`config.mk`:
```
export PLATFORM = sky130hd
export DESIGN_NAME = id_exe_stage_reg
export DESIGN_NICKNAME = d
export VERILOG_FILES = /design/src/rtl/id_exe_stage_reg.sv
export SDC_FILE = /design/constraint.sdc
export NUM_CORES = 1
export LEC_CHECK = 0
export CORE_MARGIN = 8
export CORE_UTILIZATION = 38
export DETAILED_ROUTE_END_ITERATION = 8
export PLACE_DENSITY = 0.8
export SETUP_SLACK_MARGIN = 0.05
export SLEW_MARGIN = 20
export SYNTH_ARGS = -nofsm -noshare
export SYNTH_HDL_FRONTEND = slang
export SYNTH_SLANG_ARGS = --single-unit
```
`constraint.sdc`:
```
create_clock -name clk -period 1.6 [get_ports clk]
set_clock_uncertainty 0.2 [all_clocks]
set_input_delay 0.32 -clock clk [delete_from_list [all_inputs] [get_ports clk]]
set_output_delay 0.32 -clock clk [all_outputs]
set_load 0.02 [all_outputs]
```
`src/rtl/id_exe_stage_reg.sv`:
```
// ID->EXE pipeline register with freeze, flush and hazard bubble.
// Optional saturating perf counters: define ID_REG_PERF_CNT_EN.
module id_exe_stage_reg #(
   parameter int ADDRESS_LEN = 32,
   parameter int CNT_W       = 16
) (
   input  logic                   clk,
   input  logic                   rst,
   input  logic                   freeze,
   input  logic                   flush,
   input  logic                   hazard,
   input  logic [ADDRESS_LEN-1:0] pc_in,
   input  logic                   WB_EN_in,
   input  logic                   MEM_R_EN_in,
   input  logic                   MEM_W_EN_in,
   input  logic                   B_in,
   input  logic                   S_in,
   input  logic [3:0]             EXE_CMD_in,
   input  logic [ADDRESS_LEN-1:0] Val_Rn_in,
   input  logic [ADDRESS_LEN-1:0] Val_Rm_in,
   input  logic                   imm_in,
   input  logic [11:0]            Shift_operand_in,
   input  logic [23:0]            Signed_imm_24_in,
   input  logic [3:0]             Dest_in,
   input  logic [3:0]             src1_in,
   input  logic [3:0]             src2_in,
   input  logic                   C_in,
   output logic [ADDRESS_LEN-1:0] pc_out,
   output logic                   WB_EN_out,
   output logic                   MEM_R_EN_out,
   output logic                   MEM_W_EN_out,
   output logic                   B_out,
   output logic                   S_out,
   output logic [3:0]             EXE_CMD_out,
   output logic [ADDRESS_LEN-1:0] Val_Rn_out,
   output logic [ADDRESS_LEN-1:0] Val_Rm_out,
   output logic                   imm_out,
   output logic [11:0]            Shift_operand_out,
   output logic [23:0]            Signed_imm_24_out,
   output logic [3:0]             Dest_out,
   output logic [3:0]             src1_out,
   output logic [3:0]             src2_out,
   output logic                   C_out,
`ifdef ID_REG_PERF_CNT_EN
   output logic [CNT_W-1:0]       bubble_cnt,
   output logic [CNT_W-1:0]       flush_cnt,
   output logic [CNT_W-1:0]       issue_cnt,
`endif
   output logic                   valid_out
);

   typedef struct packed {
      logic [ADDRESS_LEN-1:0] pc;
      logic                   wb_en;
      logic                   mem_r_en;
      logic                   mem_w_en;
      logic                   b;
      logic                   s;
      logic [3:0]             exe_cmd;
      logic [ADDRESS_LEN-1:0] val_rn;
      logic [ADDRESS_LEN-1:0] val_rm;
      logic                   imm;
      logic [11:0]            shift_operand;
      logic [23:0]            signed_imm_24;
      logic [3:0]             dest;
      logic [3:0]             src1;
      logic [3:0]             src2;
      logic                   c;
      logic                   valid;
   } slot_t;

   slot_t slot_d, slot_q, slot_in;

   always_comb begin
      slot_in               = '0;
      slot_in.pc            = pc_in;
      slot_in.wb_en         = WB_EN_in;
      slot_in.mem_r_en      = MEM_R_EN_in;
      slot_in.mem_w_en      = MEM_W_EN_in;
      slot_in.b             = B_in;
      slot_in.s             = S_in;
      slot_in.exe_cmd       = EXE_CMD_in;
      slot_in.val_rn        = Val_Rn_in;
      slot_in.val_rm        = Val_Rm_in;
      slot_in.imm           = imm_in;
      slot_in.shift_operand = Shift_operand_in;
      slot_in.signed_imm_24 = Signed_imm_24_in;
      slot_in.dest          = Dest_in;
      slot_in.src1          = src1_in;
      slot_in.src2          = src2_in;
      slot_in.c             = C_in;
      slot_in.valid         = 1'b1;
   end

   // Bubble keeps data fields but strips every side effect.
   always_comb begin
      slot_d = slot_q;
      if (flush) begin
         slot_d = '0;
      end else if (freeze) begin
         slot_d = slot_q;
      end else if (hazard) begin
         slot_d          = slot_in;
         slot_d.wb_en    = 1'b0;
         slot_d.mem_r_en = 1'b0;
         slot_d.mem_w_en = 1'b0;
         slot_d.b        = 1'b0;
         slot_d.s        = 1'b0;
         slot_d.exe_cmd  = 4'd0;
         slot_d.valid    = 1'b0;
      end else begin
         slot_d = slot_in;
      end
   end

   always_ff @(posedge clk) begin
      if (!rst) slot_q <= '0;
      else      slot_q <= slot_d;
   end

   assign pc_out            = slot_q.pc;
   assign WB_EN_out         = slot_q.wb_en;
   assign MEM_R_EN_out      = slot_q.mem_r_en;
   assign MEM_W_EN_out      = slot_q.mem_w_en;
   assign B_out             = slot_q.b;
   assign S_out             = slot_q.s;
   assign EXE_CMD_out       = slot_q.exe_cmd;
   assign Val_Rn_out        = slot_q.val_rn;
   assign Val_Rm_out        = slot_q.val_rm;
   assign imm_out           = slot_q.imm;
   assign Shift_operand_out = slot_q.shift_operand;
   assign Signed_imm_24_out = slot_q.signed_imm_24;
   assign Dest_out          = slot_q.dest;
   assign src1_out          = slot_q.src1;
   assign src2_out          = slot_q.src2;
   assign C_out             = slot_q.c;
   assign valid_out         = slot_q.valid;

`ifdef ID_REG_PERF_CNT_EN
   logic [CNT_W-1:0] bubble_cnt_d, bubble_cnt_q;
   logic [CNT_W-1:0] flush_cnt_d, flush_cnt_q;
   logic [CNT_W-1:0] issue_cnt_d, issue_cnt_q;
   logic             is_bubble, is_issue;

   assign is_bubble = !flush && !freeze && hazard;
   assign is_issue  = !flush && !freeze && !hazard;

   // Counters saturate at all-ones rather than wrapping.
   always_comb begin
      bubble_cnt_d = bubble_cnt_q;
      flush_cnt_d  = flush_cnt_q;
      issue_cnt_d  = issue_cnt_q;
      if (is_bubble && bubble_cnt_q != '1)
         bubble_cnt_d = bubble_cnt_q + CNT_W'(1);
      if (flush && flush_cnt_q != '1)
         flush_cnt_d = flush_cnt_q + CNT_W'(1);
      if (is_issue && issue_cnt_q != '1)
         issue_cnt_d = issue_cnt_q + CNT_W'(1);
   end

   always_ff @(posedge clk) begin
      if (!rst) begin
         bubble_cnt_q <= '0;
         flush_cnt_q  <= '0;
         issue_cnt_q  <= '0;
      end else begin
         bubble_cnt_q <= bubble_cnt_d;
         flush_cnt_q  <= flush_cnt_d;
         issue_cnt_q  <= issue_cnt_d;
      end
   end

   assign bubble_cnt = bubble_cnt_q;
   assign flush_cnt  = flush_cnt_q;
   assign issue_cnt  = issue_cnt_q;
`endif

endmodule
```
==> results.cfg, run 1 <==
[worst_hold_path]
min_path_type = primary input to flip-flop
whs_endpoint = MEM_W_EN_out$_SDFFE_PP0N_
worstHoldStart = freeze
whs_path_depth = 3

[setup_path]
crit_path_max_incr_delay_ns = 0.35
r2r_end = imm_out$_SDFFE_PP0N_
r2r_cells = 2
crit_path_end_kind = primary output
crit_required_ns = 1.08
worst-path-buf-inv = 1
reg2reg_from = imm_out$_SDFFE_PP0N_
crit_family = flip-flops
cp-start-kind = flip-flop
critical_path_arrival_ns = 0.96
worstPathCellList = buf_2
critical_path_peak_fanout = 2
r2r_slack_ns = 0.74
slowest_stage = dfxtp_1
path_class = flip-flop to primary output

[clock_network]
cts_made_buffers = 17
clockBufferDepth = 2
cts_root_buffer = clkbuf_16
path_clk_slew_ns = 0.06
cts_max_level = 4
cts_tree = yes
worst_skew_pair.late_latency_ns = 0.41
cts_setup_buffers = 0
cts_sinks = 156

[sta]
fin_crit_ns = 1.48
rsz0062_at_grt = false
fmax_mhz = 675
finalCritPeriodShare_pct = 92.6
finalSetupViolations = 0
hold_viol = 0
fin_tns_setup_ns = 0
slew_violations = 0
relSlewSlack_pct = 79.3
holdWs_ns = 0.0743
worst_pin_slew_ns = 0.310

[power_and_ir_drop]
peakVddDrop_uv = 681
power_leakage_nw = 4.19
power_density_mw_per_mm2 = 1050
p_total_w = 0.00911

[outcome]
status = complete, no violations

[final_layout]
multiInputGateArea_mm2 = 0.00220
final_layout_size_suffix_gt1_share_pct = 23.7
nets = 982
regArea_mm2 = 0.00312
num_antenna_cells = 0
syn2layout_area_growth_pct = 55.4
nFillCells = 1272
instances_no_fill = 1018
post-route-util_pct = 59.9

[logic_synthesis]
synthMuxAreaShare_pct = 26.3
ys_warn_count = 0
ys_types = 15
avgSynthCellArea_um2 = 10.8
synth-adder-area-share_pct = 0
synthCells = 515
netlist_top_cells_area = dfxtp_1 56%, mux2i_1 26%, nor2_1 9.9%
synth-xor-area-share_pct = 0
syn_area_mm2 = 0.00556
ys_seq_elements = 156
yosysTopAreaCell = dfxtp_1
yosysSeqAreaShare_pct = 56.2
synth_top_area_share_pct = 56.2
synth_compound_area_share_pct = 0.900
syn_nets = 675
synth_top_family_by_area = multiplexers
synthSimpleGateAreaFrac_pct = 12.2

[place]
numPortBuffers = 315
dp.cells = 987
gp_congestion = 0.752
place_hpwl_um = 13800

[floorplan]
die_y_um = 137
rows = 44
start_util_pct = 38.5
die_w_um = 137
core-area_mm2 = 0.0144
dieArea_mm2 = 0.0188
ios = 316

[drt]
drtAntennaViolNets = 0
wl_per_cell_um = 17.6
viasPerCell = 4.66
initialDrtViolationCount = 138
vias = 4747
drt-total-wl_um = 17900
drc = 0
drt_pass1_iterations = 4

[grt]
antenna_found_initial = 0
gr-usage-all-layers_pct = 18.3
grt_max_degree = 56
gr-total-overflow = 0
grt_pass1_vias = 5057
grt_pass1_wl_um = 26600

[job]
max_cap_viol_count = 0
==> cell families after synthesis <==
logic type,count (synthesis)
AOI/OAI and AO/OA,10
DFF,156
and+or+nand+nor,167
muxes,146
buffers and inverters,36
==> layout make-up <==
class	instances	area share [%]
Clock buffer	25	5.96
Clock inverter	6	0.680
Multi-Input combinational cell	323	25.4
Sequential cell	156	36.1
Tap cell	184	2.66
Timing Repair Buffer	324	29.1
==> where the power goes <==
| group | internal [W] | switching (W) |
|---|---|---|
| combinational | 0.000646 | 0.000542 |
| clock | 0.00237 | 0.00148 |
| sequential | 0.00401 | 0.0000611 |
| total | 0.00703 | 0.00208 |
==> metrics by stage <==
step / cell area, um2 / setup WS [ns]
after global placement: 8850 / -0.194
after CTS: 8830 / 0.0501
after detailed placement: 8850 / -0.194
after floorplan: 5560 / 0.238
final: 8640 / 0.118
after global routing: 8640 / 0.0684
==> worst max-delay path by stage <==
stage | startpoint | endpoint | slack (ns) | depth (start not counted)
2_1_floorplan | freeze | Val_Rn_out[29]$_SDFFE_PP0N_ | 0.24 | 5
3_3_place_gp | hazard | EXE_CMD_out[3]$_SDFFE_PP0N_ | -0.19 | 3
3_5_place_dp | hazard | EXE_CMD_out[3]$_SDFFE_PP0N_ | -0.19 | 3
4_1_cts | pc_out[26]$_SDFFE_PP0N_ | pc_out[26] | 0.05 | 1
5_1_grt | S_out$_SDFFE_PP0N_ | S_out | 0.07 | 1
6_report | S_out$_SDFFE_PP0N_ | S_out | 0.12 | 1
==> metal layers <==
metal / track usage [%] / vias to the layer above / part of all wire [%] / routed length [um]
met5: 0 / - / 0 / 0
met1: 17.7 / 2199 / 36 / 6420
li1: - / 2320 / - / -
met4: 7.97 / 0 / 2.7 / 490
met3: 8.00 / 32 / 9.4 / 1680
met2: 33.1 / 196 / 52 / 9280
==> sequential cells by signal (all words and copies together) (netlist names) <==
| name | cells |
|---|---|
| imm_out | 1 |
| Shift_operand_out | 12 |
| B_out | 1 |
| Val_Rm_out | 32 |
| Dest_out | 4 |
| Signed_imm_24_out | 24 |
| src1_out | 4 |
| pc_out | 32 |
| EXE_CMD_out | 4 |
| MEM_R_EN_out | 1 |
| S_out | 1 |
| src2_out | 4 |
| C_out | 1 |
| Val_Rn_out | 32 |
| MEM_W_EN_out | 1 |
| valid_out | 1 |
| WB_EN_out | 1 |
==> cells in the final DEF, fill, tap and decap left out, types with 2 or more instances in the layout <==
master	instances
nor2_1	146
nand2_1	10
a21oi_1	10
buf_2	156
buf_4	3
clkbuf_1	2
clkbuf_8	7
clkbuf_16	17
clkdlybuf4s50_1	158
or3b_1	8
dfxtp_1	156
mux2i_1	146
buf_12	6
clkinv_2	4
==> worst min-delay path, cell delays in order <==
cell and delay, ns:
clkbuf_8 0.18, nand2_1 0.08, a21oi_1 0.05
==> cell usage after synthesis (all sizes together) <==
cell type	n
nand2	10
nor2	146
dfxtp	156
a21oi	10
or2	1
mux2i	146
nand2b	1
or3b	9
clkbuf	12
buf	24
==> timing repair <==
item | 4_1_cts | 5_1_grt
setup endpoints to repair | 156 | 30
resized for setup | 596 | 30
hold buffers | 0 | 0
Note: power is estimated with default switching activity, not from simulation.
==> run 2: changes to the inputs <==
Settings changed: CORE_ASPECT_RATIO set to 1.4.
==> run 2 against run 1 <==
Effect of this change: worst setup slack got worse by 0.034 ns; wire length is essentially flat; worst hold slack improved by 0.073 ns; register-to-register slack barely moved; critical path depth unchanged; cell area increased by 0.78%; combinational power barely moved; highest routed layer is now met5.
==> results.cfg, run 2 (synthesized netlist as in run 1, its figures left out) <==
[outcome]
status = complete, no violations

[setup_path]
crit_family = flip-flops
crit_path_end_kind = primary output
slowest_stage = dfxtp_1
critical_path_arrival_ns = 1.00
critical_path_peak_fanout = 2
cp-start-kind = flip-flop
worst-path-buf-inv = 1
crit_path_max_incr_delay_ns = 0.33
crit_required_ns = 1.08
worstPathCellList = clkdlybuf4s15_2
path_class = flip-flop to primary output

[clock_network]
cts_made_buffers = 17
cts_tree = yes
cts_sinks = 156
path_clk_slew_ns = 0.06
cts_root_buffer = clkbuf_16
worst_skew_pair.late_latency_ns = 0.40
hold_buffers = 0
clockBufferDepth = 2
cts_max_level = 4

[place]
gp_congestion = 0.771
dp.cells = 997
place_hpwl_um = 13900
numPortBuffers = 315

[floorplan]
core-area_mm2 = 0.0144
start_util_pct = 38.7
die_w_um = 118
dieArea_mm2 = 0.0188
ios = 316
die_y_um = 159
rows = 52

[sta]
slew_violations = 0
hold_viol = 0
rsz0062_at_grt = false
fmax_mhz = 660
finalSetupViolations = 0
fin_crit_ns = 1.52
worst_pin_slew_ns = 0.322
holdWs_ns = 0.147
relSlewSlack_pct = 78.5
fin_tns_setup_ns = 0
finalCritPeriodShare_pct = 94.7

[power_and_ir_drop]
combPwrFrac_pct = 13.1
power_density_mw_per_mm2 = 1050
p_sw_share_pct = 23.9
power.switching_w = 0.00219
peakVddDrop_uv = 579
p_int_w = 0.00697
seqPwrFrac_pct = 44.4
power_leakage_nw = 4.18
power_frac_clock_pct = 42.5

[final_layout]
final_common_cell = clkdlybuf4s50_1
mostFrequentLayoutCells = 158 x clkdlybuf4s50_1, 156 x dfxtp_1, 150 x buf_2
nFillCells = 1265
nets = 987
num_antenna_cells = 0
final_layout_size_suffix_gt1_share_pct = 24.2
syn2layout_area_growth_pct = 56.6
instances_no_fill = 1028

[drt]
drtAntennaViolNets = 0
wl_per_cell_um = 17.4
vias = 4766
initialDrtViolationCount = 181
drc = 0
viasPerCell = 4.64
drt_pass1_iterations = 6
drt-total-wl_um = 17900

[grt]
gr-total-overflow = 0
grt_pass1_vias = 5191
grt_pass1_wl_um = 27700
grt_max_degree = 75
gr-usage-all-layers_pct = 18.4
antenna_found_initial = 1

[job]
max_cap_viol_count = 0

[worst_hold_path]
min_path_type = primary input to flip-flop
==> run 2: cell count changes in the layout (fill, tap and decap cells not counted), moves of 6 or more <==
cell             change
clkdlybuf4s15_2      +6
buf_4                +6
clkbuf_8             -6
buf_2                -6
==> run 2: per-layer routing <==
layer | up-vias | wire length, um | part of all wire (%) | track usage [%]
met4 | 2 | 390 | 2.2 | 6.60
met1 | 2210 | 6490 | 36 | 17.2
li1 | 2324 | - | - | -
met2 | 203 | 9350 | 52 | 34.5
met5 | - | 9 | 0.050 | 0
met3 | 27 | 1620 | 9.1 | 8.09
==> run 2: final cells by class <==
cell class / instances / area, um2 / share of cell area [%]
Multi-Input combinational cell: 323 / 2200 / 25.2
Clock buffer: 19 / 433 / 4.97
Sequential cell: 156 / 3120 / 35.9
Timing Repair Buffer: 329 / 2580 / 29.6
Tap cell: 189 / 236 / 2.72
Clock inverter: 12 / 140 / 1.61
==> run 2: path summary, 6_finish.rpt <==
check | slack, ns | depth (start not counted) | to | from
worst min register to register | 0.26 | 2 | EXE_CMD_out[0]$_SDFFE_PP0N_ | EXE_CMD_out[0]$_SDFFE_PP0N_
worst min-delay path | 0.15 | 3 | EXE_CMD_out[2]$_SDFFE_PP0N_ | freeze
worst max register to register | 0.73 | 2 | Signed_imm_24_out[7]$_SDFFE_PP0N_ | Signed_imm_24_out[7]$_SDFFE_PP0N_
worst max-delay path | 0.08 | 1 | Val_Rm_out[23] | Val_Rm_out[23]$_SDFFE_PP0N_
==> run 2: through the flow <==
step                      instance area, um2  power [W]  worst slack, ns  util, %
after floorplan                         5560    0.00474            0.238        -
after global placement                  8880    0.00545          -0.0835     61.8
after detailed placement                8880    0.00548          -0.0954     61.8
after CTS                               9250    0.00932           0.0173     64.3
after global routing                    8710    0.00954           0.0505     60.6
final                                   8710    0.00916           0.0843     60.6
==> run 2: power groups by stage <==
stage / registers (W) / clock network [W] / logic (W)
2_1_floorplan: 0.00431 / 0 / 0.000432
3_3_place_gp: 0.00415 / 0 / 0.00129
3_5_place_dp: 0.00416 / 0 / 0.00132
4_1_cts: 0.00407 / 0.00399 / 0.00126
5_1_grt: 0.00409 / 0.00417 / 0.00128
6_report: 0.00407 / 0.00389 / 0.00120
==> run 2: timing repair <==
item / in CTS / in global routing
setup endpoints to repair: 156 / 86
buffers inserted: 0 / 0
resized for setup: 536 / 90
pin swaps: 0 / 0
==> run 3: changes to the inputs <==
Settings changed: ABC_CLOCK_PERIOD_IN_PS set to 1600, SLEW_MARGIN 20 to not set.
==> results of run 3 <==
The final DEF is identical to that of run 2; final timing and power are the same.
